<file path="src/rtl/framing_pkg.sv">
// Shared definitions for the packet framing controller.
//   - Ten 4-bit select encodings for the symbol multiplexer.
//   - The framing state enum.
//   - The SKP ordered-set length and the interval counter width.
//   - A helper mapping a framing state to its default multiplexer select.
package framing_pkg;

  localparam logic [3:0] MUX_TLP = 4'd0;
  localparam logic [3:0] MUX_COM = 4'd1;
  localparam logic [3:0] MUX_PAD = 4'd2;
  localparam logic [3:0] MUX_SKP = 4'd3;
  localparam logic [3:0] MUX_STP = 4'd4;
  localparam logic [3:0] MUX_SDP = 4'd5;
  localparam logic [3:0] MUX_END = 4'd6;
  localparam logic [3:0] MUX_EDB = 4'd7;
  localparam logic [3:0] MUX_FTS = 4'd8;
  localparam logic [3:0] MUX_IDL = 4'd9;

  // Number of SKP symbols that follow COM in one ordered set.
  localparam logic [1:0] SKP_SET_LEN = 2'd3;

  // Wide enough for the largest legal interval (4095).
  localparam int SKP_CNT_W = 12;

  typedef enum logic [2:0] {
    IDLE    = 3'd0,
    START   = 3'd1,
    DATA    = 3'd2,
    END     = 3'd3,
    SKP_COM = 3'd4,
    SKP_SET = 3'd5
  } frame_state_e;

  // Default multiplexer select shown while in a given state.
  function automatic logic [3:0] state_ctrl(input frame_state_e st);
    logic [3:0] sel;
    case (st)
      IDLE:    sel = MUX_IDL;
      START:   sel = MUX_STP;
      DATA:    sel = MUX_TLP;
      END:     sel = MUX_END;
      SKP_COM: sel = MUX_COM;
      SKP_SET: sel = MUX_SKP;
      default: sel = MUX_IDL;
    endcase
    return sel;
  endfunction

endpackage

</file>
<file path="src/rtl/framing_controller_if.sv">
// Bundle between the transaction-layer byte source, the framing controller
// and the symbol multiplexer.
//   tlpREQ/tlpLEN/tlpABORT : byte source -> controller
//   tlpACK/tlpRD           : controller -> byte source
//   muxCTRL/muxENB         : controller -> multiplexer
//   skpPEND                : controller status
// master = controller side, slave = source/multiplexer side.
interface framing_controller_if;

  logic       tlpREQ;
  logic [7:0] tlpLEN;
  logic       tlpABORT;
  logic       tlpACK;
  logic       tlpRD;
  logic [3:0] muxCTRL;
  logic       muxENB;
  logic       skpPEND;

  modport master (
    input  tlpREQ, tlpLEN, tlpABORT,
    output tlpACK, tlpRD, muxCTRL, muxENB, skpPEND
  );

  modport slave (
    output tlpREQ, tlpLEN, tlpABORT,
    input  tlpACK, tlpRD, muxCTRL, muxENB, skpPEND
  );

endinterface

</file>
<file path="src/rtl/skp_scheduler.sv">
// SKP ordered-set request scheduler.
// A free-running counter wraps every SKP_INTERVAL cycles; each wrap raises
// a single outstanding request that is cleared when the framer enters
// SKP_COM. A wrap coinciding with the clear keeps the request set.
// Ports:
//   ctrlCLK       clock
//   ctrlRST       synchronous active-high reset
//   skp_clr_s     framer is entering SKP_COM this cycle
//   skp_pend_r    request outstanding (registered)
module skp_scheduler
  import framing_pkg::*;
#(
  parameter int unsigned SKP_INTERVAL = 1180
) (
  input  logic ctrlCLK,
  input  logic ctrlRST,
  input  logic skp_clr_s,
  output logic skp_pend_r
);

  localparam logic [SKP_CNT_W-1:0] CNT_LAST = SKP_CNT_W'(SKP_INTERVAL - 32'd1);

  logic [SKP_CNT_W-1:0] cnt_r;
  logic                 wrap_s;

  // Wrap detection on the last count of the interval.
  always_comb begin
    wrap_s = (cnt_r == CNT_LAST);
  end

  // Interval counter and request flag; set has priority over clear.
  always_ff @(posedge ctrlCLK) begin
    if (ctrlRST) begin
      cnt_r      <= {SKP_CNT_W{1'b0}};
      skp_pend_r <= 1'b0;
    end else begin
      if (wrap_s) begin
        cnt_r <= {SKP_CNT_W{1'b0}};
      end else begin
        cnt_r <= cnt_r + 12'd1;
      end
      if (wrap_s) begin
        skp_pend_r <= 1'b1;
      end else if (skp_clr_s) begin
        skp_pend_r <= 1'b0;
      end else begin
        skp_pend_r <= skp_pend_r;
      end
    end
  end

endmodule

</file>
<file path="src/rtl/framing_controller.sv">
// Packet framing sequencer for the symbol multiplexer.
// Emits STP, N TLP bytes and END per packet, inserts SKP ordered sets
// (COM + 3 x SKP) at packet boundaries and IDL when nothing is pending.
// All outputs are registered and decoded from the next state, so the
// select appears in the same cycle the state is entered.
// Ports:
//   ctrlCLK  clock (same as the multiplexer clock muxCLK)
//   ctrlRST  synchronous active-high reset
//   bus      framing_controller_if.master (tlpREQ/LEN/ABORT in,
//            tlpACK/tlpRD/muxCTRL/muxENB/skpPEND out)
// Build option: FRAMING_ABORT_EN enables tlpABORT in DATA, which replaces
// the rest of the packet with EDB.
module framing_controller
  import framing_pkg::*;
#(
  parameter int unsigned SKP_INTERVAL = 1180
) (
  input logic                  ctrlCLK,
  input logic                  ctrlRST,
  framing_controller_if.master bus
);

  frame_state_e state_r;
  frame_state_e state_s;
  logic [7:0]   remain_r;
  logic [7:0]   remain_s;
  logic [1:0]   set_cnt_r;
  logic [1:0]   set_cnt_s;
  logic [3:0]   ctrl_s;
  logic         edb_s;
  logic         abort_s;
  logic         skp_pend_s;
  logic         skp_clr_s;
  logic [3:0]   ctrl_r;
  logic         ack_r;
  logic         rd_r;
  logic         enb_r;

`ifdef FRAMING_ABORT_EN
  assign abort_s = bus.tlpABORT;
`else
  logic unused_abort_s;
  assign unused_abort_s = bus.tlpABORT;
  assign abort_s        = 1'b0;
`endif

  skp_scheduler #(
    .SKP_INTERVAL (SKP_INTERVAL)
  ) u_skp_scheduler (
    .ctrlCLK    (ctrlCLK),
    .ctrlRST    (ctrlRST),
    .skp_clr_s  (skp_clr_s),
    .skp_pend_r (skp_pend_s)
  );

  // Next-state, byte counter and next-select decode.
  always_comb begin
    state_s   = state_r;
    remain_s  = remain_r;
    set_cnt_s = set_cnt_r;
    edb_s     = 1'b0;
    case (state_r)
      // Packet boundary: SKP request beats a waiting packet.
      IDLE, END: begin
        if (skp_pend_s) begin
          state_s = SKP_COM;
        end else if (bus.tlpREQ) begin
          state_s  = START;
          remain_s = bus.tlpLEN;
        end else begin
          state_s = IDLE;
        end
      end
      START: begin
        if (remain_r != 8'd0) begin
          state_s = DATA;
        end else begin
          state_s = END;
        end
      end
      // remain_r holds the bytes left including the current one.
      DATA: begin
        if (abort_s) begin
          state_s = END;
          edb_s   = 1'b1;
        end else if (remain_r == 8'd1) begin
          state_s = END;
        end else begin
          state_s  = DATA;
          remain_s = remain_r - 8'd1;
        end
      end
      SKP_COM: begin
        state_s   = SKP_SET;
        set_cnt_s = 2'd0;
      end
      SKP_SET: begin
        if (set_cnt_r == (SKP_SET_LEN - 2'd1)) begin
          state_s = IDLE;
        end else begin
          set_cnt_s = set_cnt_r + 2'd1;
        end
      end
      default: begin
        state_s = IDLE;
      end
    endcase

    // An aborted packet terminates with EDB in place of END.
    if (edb_s) begin
      ctrl_s = MUX_EDB;
    end else begin
      ctrl_s = state_ctrl(state_s);
    end
  end

  // Clear the SKP request on the edge that enters SKP_COM.
  always_comb begin
    skp_clr_s = (state_s == SKP_COM);
  end

  // State, counters and registered outputs.
  always_ff @(posedge ctrlCLK) begin
    if (ctrlRST) begin
      state_r   <= IDLE;
      remain_r  <= 8'd0;
      set_cnt_r <= 2'd0;
      ctrl_r    <= MUX_IDL;
      ack_r     <= 1'b0;
      rd_r      <= 1'b0;
      enb_r     <= 1'b0;
    end else begin
      state_r   <= state_s;
      remain_r  <= remain_s;
      set_cnt_r <= set_cnt_s;
      ctrl_r    <= ctrl_s;
      ack_r     <= (state_s == START);
      rd_r      <= (state_s == DATA) && !edb_s;
      enb_r     <= 1'b1;
    end
  end

  assign bus.muxCTRL = ctrl_r;
  assign bus.muxENB  = enb_r;
  assign bus.tlpACK  = ack_r;
  assign bus.tlpRD   = rd_r;
  assign bus.skpPEND = skp_pend_s;

endmodule

</file>
<file path="src/flat_wrapper.sv">
// flat-port wrapper written by rule: the top's interface ports become plain ports
module framing_controller_flat import framing_pkg::*;
#(
  parameter int unsigned SKP_INTERVAL = 1180
)
  (ctrlCLK, ctrlRST, bus_tlpREQ, bus_tlpLEN, bus_tlpABORT, bus_tlpACK, bus_tlpRD, bus_muxCTRL, bus_muxENB, bus_skpPEND);
  framing_controller_if bus_i ();
  input logic ctrlCLK;
  input logic ctrlRST;
  input wire logic [$bits(bus_i.tlpREQ)-1:0] bus_tlpREQ;
  input wire logic [$bits(bus_i.tlpLEN)-1:0] bus_tlpLEN;
  input wire logic [$bits(bus_i.tlpABORT)-1:0] bus_tlpABORT;
  output wire logic [$bits(bus_i.tlpACK)-1:0] bus_tlpACK;
  output wire logic [$bits(bus_i.tlpRD)-1:0] bus_tlpRD;
  output wire logic [$bits(bus_i.muxCTRL)-1:0] bus_muxCTRL;
  output wire logic [$bits(bus_i.muxENB)-1:0] bus_muxENB;
  output wire logic [$bits(bus_i.skpPEND)-1:0] bus_skpPEND;
  assign bus_i.tlpREQ = bus_tlpREQ;
  assign bus_i.tlpLEN = bus_tlpLEN;
  assign bus_i.tlpABORT = bus_tlpABORT;
  assign bus_tlpACK = bus_i.tlpACK;
  assign bus_tlpRD = bus_i.tlpRD;
  assign bus_muxCTRL = bus_i.muxCTRL;
  assign bus_muxENB = bus_i.muxENB;
  assign bus_skpPEND = bus_i.skpPEND;
  framing_controller #(.SKP_INTERVAL(SKP_INTERVAL)) u_core (.ctrlCLK(ctrlCLK), .ctrlRST(ctrlRST), .bus(bus_i));
endmodule
</file>
<file path="config.mk">
export PLATFORM = sky130hd
export DESIGN_NAME = framing_controller_flat
export DESIGN_NICKNAME = d
export VERILOG_FILES = /design/src/rtl/framing_pkg.sv /design/src/rtl/framing_controller_if.sv /design/src/rtl/skp_scheduler.sv /design/src/rtl/framing_controller.sv /design/src/flat_wrapper.sv
export SDC_FILE = /design/constraint.sdc
export NUM_CORES = 1
export LEC_CHECK = 0
export ABC_CLOCK_PERIOD_IN_PS = 2500
export CAP_MARGIN = 30
export CORE_ASPECT_RATIO = 1.1
export CORE_UTILIZATION = 58
export CTS_CLUSTER_SIZE = 25
export DETAILED_ROUTE_END_ITERATION = 8
export PLACE_DENSITY = 0.89
export SETUP_SLACK_MARGIN = 0.4
export SYNTH_ARGS = -nofsm -noshare
export SYNTH_HDL_FRONTEND = slang
export SYNTH_SLANG_ARGS = --single-unit
</file>
<file path="constraint.sdc">
create_clock -name ctrlCLK -period 2.5 [get_ports ctrlCLK]
set_clock_uncertainty 0.1 [all_clocks]
set_input_delay 0.25 -clock ctrlCLK [delete_from_list [all_inputs] [get_ports ctrlCLK]]
set_output_delay 0.25 -clock ctrlCLK [all_outputs]
set_load 0.02 [all_outputs]
</file>
=== Word level (Yosys, flattened, before mapping) ===
Index checks and enable logic that the tools add are counted.

* Bits in registers: 33
* Logic and storage cells: 54

* Add/sub/neg operators: 3
* Equal/unequal tests: 17
* Muxes and demuxes: 16
* Reductions and logical operators: 9

{| class="wikitable"
|+ Operators with widths
! operator !! number
|-
| $mux 8 || 3
|-
| $pmux 4 s5 || 1
|-
| $pmux 8 s2 || 1
|-
| $pmux 3 s5 || 1
|-
| $add 12x1->12 const B || 1
|-
| $eq 12x11->1 const B || 1
|-
| $eq 3x2->1 const B || 4
|-
| $eq 3x3->1 const B || 4
|-
| $eq 8x1->1 const B || 1
|-
| $ne 2x2->1 const B || 4
|-
| $reduce_bool 8->1 || 1
|-
| $sub 8x1->8 const B || 1
|-
| $eq 3x1->1 const B || 2
|-
| $mux 1 || 6
|-
| $mux 3 || 2
|-
| $reduce_bool 2->1 || 3
|-
| $pmux 2 s2 || 1
|-
| $reduce_and 4->1 || 1
|-
| $reduce_or 2->1 || 2
|-
| $logic_not 3->1 || 1
|-
| $add 2x1->2 const B || 1
|-
| $eq 2x2->1 const B || 1
|-
| $mux 2 || 1
|-
| $reduce_and 2->1 || 1
|}

=== Depth between registers and ports, before layout ===
Gate-level depths: netlist (run 1).

* Word-level depth: 6
* Depth in mapped cells: 7
* Depth with buffers taken out: 7

=== Cells and area by module ===
A second synthesis (run 1) with hierarchy kept.

* Cell total of the unflattened synthesis: 195
* Area total of the unflattened synthesis: 1,674.1 sq um

{| class="wikitable"
|+ Modules (own cells, without submodules)
! module !! instances !! cells each !! area each (sq um) !! seq. area each (sq um)
|-
| framing_controller || 1 || 132 || 1,087.3 || 400.4
|-
| skp_scheduler || 1 || 63 || 586.8 || 260.2
|}

=== Worst setup path after synthesis (run 1) ===
Ideal clock, no wire load.

* Path kind: register to register
* From: reg u_core.remain_r[1]
* To: reg u_core.remain_r[5]
* Setup time: 0.127 ns
* Arrival time: 1.374 ns
* Slack: 0.899 ns
* Cell stages (with the launch flop): 7
* Cell sequence: dfxtp_1 -> inv_1 -> ha_1 -> and3_1 -> or2_2 -> a21oi_1 -> o32ai_2

* Longest elaborated chain between the ends: 3

{| class="wikitable"
|+ Ends and longest elaborated chain
! element !! line !! source
|-
| start, declared || framing_controller.sv:25 || <nowiki>logic [7:0] remain_r;</nowiki>
|-
| start signal, assigned || framing_controller.sv:134 || <nowiki>remain_r <= remain_s;</nowiki>
|-
| $sub 8x1->8 / $eq 8x1->1 (equally long branches) || framing_controller.sv:90, framing_controller.sv:86 ||
|-
| $mux 8 / $ne 2x2->1 (equally long branches) || - ||
|-
| $pmux 8 s2 / $reduce_and 4->1 (equally long branches) || - ||
|}

Several ways; a longest one is shown, not always the timed one. The select of a mux whose other input is x is not followed.
A chain may end at the register's enable or synchronous reset.

=== Worst setup path in the final report (run 1) ===
* From: reg u_core.state_r[1]
* To: reg u_core.remain_r[0]

* Longest elaborated chain between the ends: 4

{| class="wikitable"
|+ Ends and longest elaborated chain
! element !! line !! source
|-
| start, declared || framing_controller.sv:23 || <nowiki>frame_state_e state_r;</nowiki>
|-
| start signal, assigned || framing_controller.sv:133 || <nowiki>state_r <= state_s;</nowiki>
|-
| $eq 3x2->1 / $logic_not 3->1 (equally long branches) || framing_controller.sv:62 || <nowiki>case (state_r)</nowiki>
|-
| $reduce_or 2->1 || framing_controller.sv:62 ||
|-
| $ne 2x2->1 (no line) / $reduce_bool 2->1 (equally long branches) || - ||
|-
| $reduce_and 4->1 (no line) || - ||
|}

Several ways; a longest one is shown, not always the timed one.

==> reports/results.ini, run 1 <==
[critical_path]
reg2reg_from=u_core.state_r[1]
crit_fanout=9
endpoint_kind=register
slowest_stage=nor3b_2
path_cells=nor3b_2 > nand4_1 > nand3_2 > or3_1 > a31oi_1
crit_arrival_ns=1.87
reg2reg_slack_ns=0.75
rr_endpoint=u_core.remain_r[0]
rr_worst_depth=5
critPathRequiredTime_ns=2.62
path_class=register to register
crit_path_max_incr_delay_ns=0.55
start_kind=register

[synthesis]
synthTopCellsByArea=dfxtp_1 41%, nor2_1 5.9%, a21oi_1 4.1%
synth_top_area_share_pct=41.5
synth_cell_types=41
ys_seq_area_share_pct=41.5
synth_ff_type=dfxtp_1
synth-edff-count=0
synth_seq_cells=33
synth_top_area_cell=dfxtp_1
yosys.cell_count.top_type=dfxtp_1
async_flop_share_pct=0
syn_area_mm2=0.00159
syn_area_per_cell_um2=8.52
syn_inst=187
synthesis.nets=204
yosys-top-cells-count=33 x dfxtp_1, 25 x nor2_1, 17 x nand2_1
synth_warnings=0

[power_and_ir_drop]
ir_worst_vdd_v=0.000518
power.leakage_nw=0.721
p_per_area_mw_per_mm2=629

[placed_design]
place.gp.congestion=0.862
hpwlAfterDp_mm=2.31
port_buffers=18
placed_area_mm2=0.00179

[floorplanning]
core_mm2=0.00254
die_w_um=52.0
dieArea_mm2=0.00296
start_util_pct=62.6
dieHeight_um=57.0
ios=20
placementRows=19

[hold_path]
whs_path_depth=1
min_path_type=register to register
hp-start=u_core.u_skp_scheduler.cnt_r[0]
min_delay_worst_endpoint=u_core.u_skp_scheduler.cnt_r[0]

[drt]
num_vias=1412
viasPerCell=5.88
wl_met2_mm=1.52
ant_nets=0
dr.pass1.iters=5
post-route-drc-count=0
wl_met1_mm=1.35
met3WireLength_um=169
wire_per_inst_um=13.0
drt-initial-drc-count=32
highest_layer=met4
wl_mm=3.12

[job]
maxCapViolCount=0

[clock_tree]
cts_tree=done
clock-root-buffer=clkbuf_4
clk_latency_ns=0.34
numCtsBuffers=5
clock_sinks=33
post_cts_buffers=0
ctsResizeCount=0
cts-htree-levels=2
cts_buffer_depth=2
path_clk_slew_ns=0.09
holdBufCountCts=0

[sta]
tightest_slew_ns=0.599
setup_violations=0
period_minus_slack_ns=1.75
drv_slew=0
period_share_pct=70.0
maxSlewHeadroom_pct=59.9
setup_tns_ns=0
rsz0062_at_grt=false
timing.fmax_mhz=571
hold_viol_final=0

[cells_and_area]
drive_gt1_share_pct=7.66
area_growth_pct=15.6
ff_latch_area_um2=661
final_area_mm2=0.00184
final_nets=225
antennaDiodeCount=0
nFillCells=193
multi_input_area_um2=873

[global_routing]
grt_pass1_wl_mm=5.24
overflow=0
grt_max_degree=15
first_global_vias=1297
antenna_found_initial=0
grt_usage_pct=23.8

[status]
status=complete, no violations

## kinds of logic (layout without fill, tap and decap cells)
kind of cell | count (synthesis) | after routing | synth area share, %
AOI/OAI and AO/OA | 34 | 34 | 14.8
xor gates and xnor gates | 11 | 11 | 6.05
adders and majority gates | 5 | 5 | 3.93
buffers and inverters | 13 | 35 | 3.69
DFF | 33 | 33 | 41.5
and+or+nand+nor | 91 | 91 | 30.1
## worst max-delay path, delay by kind of cell, from the launching register on
| kind | cells | cell delay [ns] |
|---|---|---|
| and+or+nand+nor | 4 | 1.06 |
| DFF | 1 | 0.41 |
| AOI/OAI and AO/OA | 1 | 0.07 |
## worst max path at each step
stage                        from                 end  cells past startpoint
3_3_place_gp           bus_tlpREQ  u_core.remain_r[0]                      6
6_report        u_core.state_r[1]  u_core.remain_r[0]                      5
3_5_place_dp           bus_tlpREQ  u_core.remain_r[0]                      6
2_1_floorplan  u_core.remain_r[1]  u_core.remain_r[5]                      6
4_1_cts         u_core.state_r[1]  u_core.remain_r[0]                      5
5_1_grt         u_core.state_r[1]  u_core.remain_r[0]                      5
## power breakdown
part / internal [W] / total (W) / switching, W
clock: 0.000107 / 0.000285 / 0.000178
sequential: 0.000562 / 0.000598 / 0.0000355
combinational: 0.000124 / 0.000275 / 0.000151
## cell usage in the layout, fill, tap and decap left out, types with 3 or more instances in the layout
| master | instances |
|---|---|
| a21oi_1 | 13 |
| and2_1 | 3 |
| and3_1 | 7 |
| clkbuf_4 | 5 |
| clkdlybuf4s50_1 | 18 |
| dfxtp_1 | 33 |
| ha_1 | 5 |
| inv_1 | 7 |
| nand2_1 | 17 |
| nand2b_1 | 4 |
| nand3_1 | 13 |
| nor2_1 | 25 |
| nor2b_1 | 4 |
| nor3_1 | 3 |
| o21ai_0 | 8 |
| xnor2_1 | 4 |
| xor2_1 | 7 |
## routing by layer
metal	vias to the layer above	GRT usage, %
met5	-	0
met4	0	12.0
met3	14	8.27
met2	45	39.2
met1	665	26.7
li1	688	-
## per-stage QoR
step                      hold WS (ns)  instances  power, W  util [%]  worst slack [ns]
after floorplan                  0.230        187  0.000803         -             0.899
after global placement           0.329        232  0.000871      70.4             0.600
after detailed placement         0.345        232  0.000884      70.4             0.545
after CTS                        0.359        240   0.00116      72.4             0.750
after global routing             0.389        240   0.00122      72.4             0.546
final                            0.359        240   0.00116      72.4             0.750
## flip-flops by register name, summed over array words and instances, names as in the netlist
| signal | flops |
|---|---|
| u_core.bus.muxCTRL | 4 |
| u_core.bus.muxENB | 1 |
| u_core.bus.tlpACK | 1 |
| u_core.bus.tlpRD | 1 |
| u_core.remain_r | 8 |
| u_core.set_cnt_r | 2 |
| u_core.state_r | 3 |
| u_core.u_skp_scheduler.cnt_r | 12 |
| u_core.u_skp_scheduler.skp_pend_r | 1 |
## cell type report
cell class,instances,area share [%]
inverter,8,1.63
clock buffer,6,2.24
tap,31,2.11
multi-input combinational,141,47.4
clock inverter,2,0.543
sequential,33,35.9
timing repair buffer,19,10.2
Power figures use the tool's default switching activity.
==> run 2: changes to the inputs <==
--- a/config.mk
+++ b/config.mk
@@ -5,13 +5,13 @@
 export SDC_FILE = /design/constraint.sdc
 export NUM_CORES = 1
 export LEC_CHECK = 0
-export ABC_CLOCK_PERIOD_IN_PS = 2500
+export ABC_CLOCK_PERIOD_IN_PS = 1600
 export CAP_MARGIN = 30
 export CORE_ASPECT_RATIO = 1.1
-export CORE_UTILIZATION = 58
+export CORE_UTILIZATION = 49
 export CTS_CLUSTER_SIZE = 25
 export DETAILED_ROUTE_END_ITERATION = 8
-export PLACE_DENSITY = 0.89
+export PLACE_DENSITY = 0.81
 export SETUP_SLACK_MARGIN = 0.4
 export SYNTH_ARGS = -nofsm -noshare
 export SYNTH_HDL_FRONTEND = slang
==> constraint.sdc (replaced) <==
create_clock -name ctrlCLK -period 1.6 [get_ports ctrlCLK]
set_clock_uncertainty 0.1 [all_clocks]
set_input_delay 0.16 -clock ctrlCLK [delete_from_list [all_inputs] [get_ports ctrlCLK]]
set_output_delay 0.16 -clock ctrlCLK [all_outputs]
set_load 0.02 [all_outputs]
==> run 2 against run 1 <==
The run now ends with negative setup slack left. Critical endpoint is now u_core.bus.muxCTRL[1]. Combinational power grew to 2.7 times the previous value. Highest routed layer unchanged. Largest cell class unchanged. Cell count grew 13%. Sequential power grew 60%. Die area grew 18%. Non-clock buffer count grew 26.
==> reports/results.ini, run 2 (synthesis gave the netlist of run 1 again) <==
[cells_and_area]
mostFrequentLayoutCells=19 x buf_4, 14 x dfxtp_1, 13 x nand2_1
largest_reg_flops=12  ; unchanged
final_area_mm2=0.00251  ; +36%
final_nets=252  ; +12%
area_growth_pct=57.4
regMostFlops=u_core.u_skp_scheduler.cnt_r
nFillCells=172  ; -11%
drive_gt1_share_pct=55.5  ; +48 points
fin_util_pct=81.6  ; +9.2 points
antennaDiodeCount=0  ; unchanged
finalNonFillerCells=270  ; +13%
final_common_cell=buf_4

[sta]
worst_slack_ns=-0.0308  ; -0.781 ns
whs_ns=0.300  ; -0.0587 ns
setup_violations=2  ; +2
drv_slew=0  ; unchanged
maxSlewHeadroom_pct=69.7  ; +9.8 points
tightest_slew_ns=0.452  ; -0.147 ns
period_share_pct=102  ; +32 points
timing.fmax_mhz=613  ; +7.3%
period_minus_slack_ns=1.63  ; -0.119 ns
hold_viol_final=0  ; unchanged
rsz0062_at_grt=true

[global_routing]
grt_usage_pct=25.4  ; +1.6 points
grt_max_degree=15  ; unchanged
first_global_vias=1516  ; +17%
grt_pass1_wl_mm=6.65  ; +27%
antenna_found_initial=0  ; unchanged
overflow=0  ; unchanged

[hold_path]
min_path_type=input pin to register
whs_path_depth=3  ; +2
hp-start=bus_tlpLEN[0]
min_delay_worst_endpoint=u_core.remain_r[0]

[floorplanning]
start_util_pct=51.8  ; -11 points
dieArea_mm2=0.00348  ; +18%
ios=20  ; unchanged
placementRows=21  ; +2
die_w_um=56.4  ; +8.5%
dieHeight_um=61.8  ; +8.5%
core_mm2=0.00307  ; +21%

[critical_path]
critPathRequiredTime_ns=1.79  ; -0.83 ns
crit_fanout=3  ; -6
rr_worst_depth=6  ; +1
rr_endpoint=u_core.bus.muxCTRL[1]
endpoint_kind=register
reg2reg_from=u_core.remain_r[4]
crit_arrival_ns=1.82  ; -0.05 ns
path_class=register to register
start_kind=register
reg2reg_slack_ns=-0.03  ; -0.78 ns

[placed_design]
port_buffers=18  ; unchanged
place.gp.congestion=0.844  ; -2.1%
dpl.cell_count=240  ; +3.4%
placed_area_mm2=0.00202  ; +13%
hpwlAfterDp_mm=2.43  ; +5.5%

[clock_tree]
clock_sinks=33  ; unchanged
numCtsBuffers=5  ; unchanged
cts_buffer_depth=2  ; unchanged
path_clk_slew_ns=0.12  ; +0.03 ns
cts_tree=done
clock-root-buffer=clkbuf_4
clk_latency_ns=0.35  ; about the same
holdBufCountCts=0  ; unchanged
cts-htree-levels=2  ; unchanged

[drt]
ant_nets=0  ; unchanged
dr.pass1.iters=4  ; -1
drt-initial-drc-count=92  ; +190%
post-route-drc-count=0  ; unchanged
viasPerCell=5.87  ; -0.28%
num_vias=1584  ; +12%
wire_per_inst_um=18.0  ; +39%
wl_mm=4.86  ; +56%

[status]
status=finished, violations left
violations=negative setup slack

[job]
maxCapViolCount=0  ; unchanged

[power_and_ir_drop]
p_per_area_mw_per_mm2=864  ; +37%
ir_worst_vdd_v=0.000597  ; +15%
power.leakage_nw=0.937  ; +30%

[run 2: cell count changes in the layout (fill, tap and decap cells not counted), sizes merged]
cell	previous run	this run
buf	1	35
clkdlybuf4s50	18	10
clkbuf	6	5
inv	7	8
nand2	17	18
[run 2: repair_timing]
item                                    4_1_cts  5_1_grt
endpoints found under the setup margin       38       39
gates resized for setup                      62       44
buffers inserted                             17        4
cloned                                        1        0
pin swaps                                    19       18
[run 2: worst max-delay path by stage]
stage	startpoint	end	depth (start not counted)
2_1_floorplan	u_core.state_r[0]	u_core.remain_r[2]	5
3_3_place_gp	bus_tlpREQ	u_core.remain_r[0]	6
3_5_place_dp	bus_tlpREQ	u_core.remain_r[0]	6
4_1_cts	u_core.remain_r[3]	u_core.remain_r[5]	5
5_1_grt	u_core.remain_r[4]	u_core.bus.muxCTRL[1]	6
6_report	u_core.remain_r[4]	u_core.bus.muxCTRL[1]	6
[run 2: layout make-up]
type | instances | area (um2) | area share [%]
inverters | 8 | 35.0 | 1.40
clock inverters | 3 | 16.3 | 0.649
multi-input cells | 142 | 1270 | 50.6
clock buffers | 5 | 37.5 | 1.50
repair buffers | 45 | 397 | 15.8
well taps | 34 | 42.5 | 1.70
flip-flops and latches | 33 | 709 | 28.3
[run 2: stage by stage]
| step | total power [W] | worst slack (ns) | setup TNS (ns) |
|---|---|---|---|
| after global placement | 0.00148 | -0.113 | -0.353 |
| final | 0.00217 | -0.0308 | -0.0391 |
| after floorplan | 0.00135 | 0.158 | 0 |
| after CTS | 0.00207 | 0.0729 | 0 |
| after global routing | 0.00226 | -0.0716 | -0.164 |
| after detailed placement | 0.00150 | -0.153 | -0.662 |
[run 2: critical path: stages, from the launching register on]
cell and delay (ns):
dfxtp_2 0.35, nor3_4 0.24, buf_4 0.16, and3_1 0.20
a221oi_4 0.08, or2_1 0.27, a21oi_1 0.15
[run 2: power breakdown]
| group | switching [W] | total, W | internal [W] |
|---|---|---|---|
| clock | 0.000312 | 0.000479 | 0.000167 |
| sequential | 0.0000783 | 0.000956 | 0.000878 |
| combinational | 0.000370 | 0.000731 | 0.000361 |
| total | 0.000760 | 0.00217 | 0.00141 |
[run 2: per-layer routing]
layer,routed length [um],track usage (%),vias to the layer above
li1,-,-,745
met1,1810,26.0,747
met2,2590,49.5,71
met3,300,5.80,21
met4,157,13.6,0
met5,0,0,-
==> run 3: changes to the inputs <==
--- a/config.mk
+++ b/config.mk
@@ -8,11 +8,13 @@
 export ABC_CLOCK_PERIOD_IN_PS = 1600
 export CAP_MARGIN = 30
 export CORE_ASPECT_RATIO = 1.1
+export CORE_MARGIN = 2
 export CORE_UTILIZATION = 49
 export CTS_CLUSTER_SIZE = 25
 export DETAILED_ROUTE_END_ITERATION = 8
-export PLACE_DENSITY = 0.81
+export PLACE_DENSITY = 0.8
 export SETUP_SLACK_MARGIN = 0.4
 export SYNTH_ARGS = -nofsm -noshare
 export SYNTH_HDL_FRONTEND = slang
+export SYNTH_HIERARCHICAL = 1
 export SYNTH_SLANG_ARGS = --single-unit
==> run 3 against run 2 <==
The flow still finishes with violations (negative setup slack). Sequential power grew 12%. Sequential cell count is the same. Synthesized cell count grew 4.3%. First-iteration DRC count grew 13%. Total power grew 47%. Core utilization grew 1.5 points. Count of clock-buffer cells in the layout is the same. Design area grew 9.4%. Global-route usage grew 1.9 points. Critical path depth grew 1. Area after synthesis grew 5.1%. Largest power group is now combinational cells. Highest routed layer unchanged.
==> reports/results.ini, run 3 <==
[status]
status=finished, violations left
violations=negative setup slack

[synthesis]
synth_cell_types=52  ; +27%
syn_area_per_cell_um2=8.59  ; +0.79%
synth_top_area_share_pct=39.5  ; -2.0 points
syn_inst=195  ; +4.3%
synth_top_area_cell=dfxtp_1
synth_ff_type=dfxtp_1
async_flop_share_pct=0  ; unchanged
synthTopCellsByArea=dfxtp_1 39%, ha_1 4.5%, nor2_1 4.5%
synth_seq_cells=33  ; unchanged
yosys-top-cells-count=33 x dfxtp_1, 20 x nor2_1, 19 x nand2_1
synthesis.nets=213  ; +4.4%
yosys.cell_count.top_type=dfxtp_1
syn_area_mm2=0.00167  ; +5.1%
synth_warnings=6  ; +6
synth-edff-count=0  ; unchanged
ys_seq_area_share_pct=39.5  ; -2.0 points

[critical_path]
crit_cells=7  ; +1
cp_num_buf_inv=2  ; +1
reg2reg_slack_ns=-0.18  ; -0.15 ns
rr_worst_depth=7  ; +1
crit_path_max_incr_delay_ns=0.42  ; +0.07 ns
reg2reg_from=u_core/remain_r[1]
start_kind=register
path_cells=inv_2 > ha_4 > or3b_4 > o21ai_4 > nand2_2 > buf_4 > a221oi_2
crit_arrival_ns=1.91  ; +0.09 ns
critical_path.top_delay_family=simple AND/OR/NAND/NOR gates
rr_endpoint=u_core/remain_r[0]
crit_fanout=3  ; unchanged
endpoint_kind=register
slowest_stage=or3b_4
critPathRequiredTime_ns=1.73  ; -0.06 ns
path_class=register to register

[clock_tree]
clock-root-buffer=clkbuf_4
clock_sinks=33  ; unchanged
cts_tree=done
path_clk_slew_ns=0.12  ; about the same
clk_latency_ns=0.35  ; about the same
holdBufCountCts=0  ; unchanged
numCtsBuffers=5  ; unchanged
cts_buffer_depth=2  ; unchanged
cts-htree-levels=2  ; unchanged

[cells_and_area]
final_nets=278  ; +10%
finalNonFillerCells=297  ; +10%
mostFrequentLayoutCells=38 x buf_4, 16 x nand2_1, 15 x nor2_1, 15 x dfxtp_4, 11 x dfxtp_1
antennaDiodeCount=0  ; unchanged
multi_input_area_mm2=0.00132  ; +3.7%
drive_gt1_share_pct=58.2  ; +2.7 points
area_growth_pct=63.8
ff_latch_area_um2=726  ; +2.3%
regMostFlops=u_core/u_skp_scheduler/cnt_r
largest_reg_flops=12  ; unchanged
nFillCells=168  ; -2.3%
final_common_cell=buf_4

[drt]
ant_nets=0  ; unchanged
dr.pass1.iters=4  ; unchanged
wire_per_inst_um=19.7  ; +9.3%
drt-initial-drc-count=104  ; +13%
num_vias=1827  ; +15%
wl_mm=5.84  ; +20%
post-route-drc-count=0  ; unchanged
viasPerCell=6.15  ; +4.9%

[power_and_ir_drop]
p_per_area_mw_per_mm2=1160  ; +35%
power.leakage_nw=1.04  ; +11%
ir_worst_vdd_v=0.00116  ; +95%
p_total_w=0.00319  ; +47%

[placed_design]
dpl.cell_count=267  ; +11%
port_buffers=18  ; unchanged
hpwlAfterDp_mm=3.10  ; +27%
post-place-ws_ns=-0.197  ; -0.0436 ns
place.gp.congestion=0.906  ; +7.3%

[hold_path]
whs_path_depth=3  ; unchanged
min_path_type=input pin to register
hp-start=bus_tlpLEN[7]
min_delay_worst_endpoint=u_core/remain_r[7]

[sta]
tightest_slew_ns=0.476  ; +0.0235 ns
hold_viol_final=0  ; unchanged
period_share_pct=111  ; +9.4 points
maxSlewHeadroom_pct=68.2  ; -1.5 points
drv_slew=0  ; unchanged
worst_slack_ns=-0.180  ; -0.150 ns
whs_ns=0.375  ; +0.0751 ns
timing.fmax_mhz=562  ; -8.4%
rsz0062_at_grt=true
setup_violations=10  ; +8
period_minus_slack_ns=1.78  ; +0.150 ns

[global_routing]
grt_pass1_wl_mm=8.17  ; +23%
antenna_found_initial=0  ; unchanged
overflow=0  ; unchanged
grt_usage_pct=27.3  ; +1.9 points
grt_max_degree=13  ; -2
first_global_vias=1793  ; +18%

[floorplanning]
placementRows=22  ; +4.8%
dieHeight_um=65.3  ; +5.7%
start_util_pct=50.7  ; -1.1 points
dieArea_mm2=0.00390  ; +12%
core_mm2=0.00330  ; +7.4%
die_w_um=59.7  ; +6.0%
ios=20  ; unchanged

[job]
maxCapViolCount=0  ; unchanged

[run 3: cell count changes in the layout (fill, tap and decap cells not counted), moves of 4 or more]
cell,previous run,this run
or4_4,0,4
xor2_1,7,1
and3_4,5,0
dfxtp_4,10,15
nor3_2,1,5
o21ai_0,4,8
nor2_2,10,4
buf_4,19,38
a21oi_2,5,10
[run 3: kinds of logic (layout without fill, tap and decap cells)]
| family | after synthesis | in the layout | synth area share [%] |
|---|---|---|---|
| buffers and inverters | 14 | 79 | 3.66 |
| xor gates and xnor gates | 4 | 4 | 2.09 |
| adders and majority gates | 6 | 6 | 4.48 |
| DFF | 33 | 33 | 39.5 |
| AOI/OAI and AO/OA | 50 | 51 | 20.2 |
| and+or+nand+nor | 88 | 88 | 30.1 |
[run 3: through the flow]
stage | utilization [%] | setup TNS, ns | instance area, um2
after floorplan | - | 0 | 1860
after global placement | 67.3 | -1.27 | 2220
after detailed placement | 67.3 | -1.78 | 2220
after CTS | 77.5 | -0.597 | 2560
after global routing | 83.0 | -1.65 | 2740
final | 83.0 | -0.972 | 2740
[run 3: worst max-delay path by stage]
stage	startpoint	end	slack, ns
after CTS	u_core/remain_r[1]	u_core/remain_r[4]	-0.13
after floorplan	u_core/remain_r[1]	u_core/remain_r[1]	0.01
final	u_core/remain_r[1]	u_core/remain_r[0]	-0.18
after global placement	bus_tlpREQ	u_core/remain_r[5]	-0.15
after global routing	u_core/remain_r[1]	u_core/remain_r[0]	-0.24
after detailed placement	bus_tlpREQ	u_core/remain_r[5]	-0.20
[run 3: what timing repair did]
action | 4_1_cts | 5_1_grt
pin swaps | 18 | 15
endpoints found under the setup margin | 40 | 35
resized for setup | 70 | 31
cloned | 1 | 0
setup buffers | 12 | 9
[run 3: routing by layer]
metal	GRT usage, %	up-vias	wire length, um
met4	12.5	0	116
met3	7.48	14	258
met2	44.6	63	3130
met1	32.8	909	2330
li1	-	841	-
met5	0	-	0
[run 3: cell type report]
type,count,area share (%)
clock buffers,5,1.37
multi-input cells,149,48.0
flip-flops and latches,33,26.5
well taps,36,1.64
repair buffers,64,19.8
clock inverters,3,1.69
inverters,7,1.05
[run 3: report_power, final]
group	leakage [nW]	total (W)	switching, W	internal [W]
clock network	0.0414	0.000642	0.000312	0.000331
registers	0.284	0.00107	0.000130	0.000942
logic	0.710	0.00148	0.000755	0.000723
[run 3: worst min-delay path: stages]
cell,delay [ns]
clkdlybuf4s50_1,0.42
nand2_1,0.10
a31oi_1,0.09
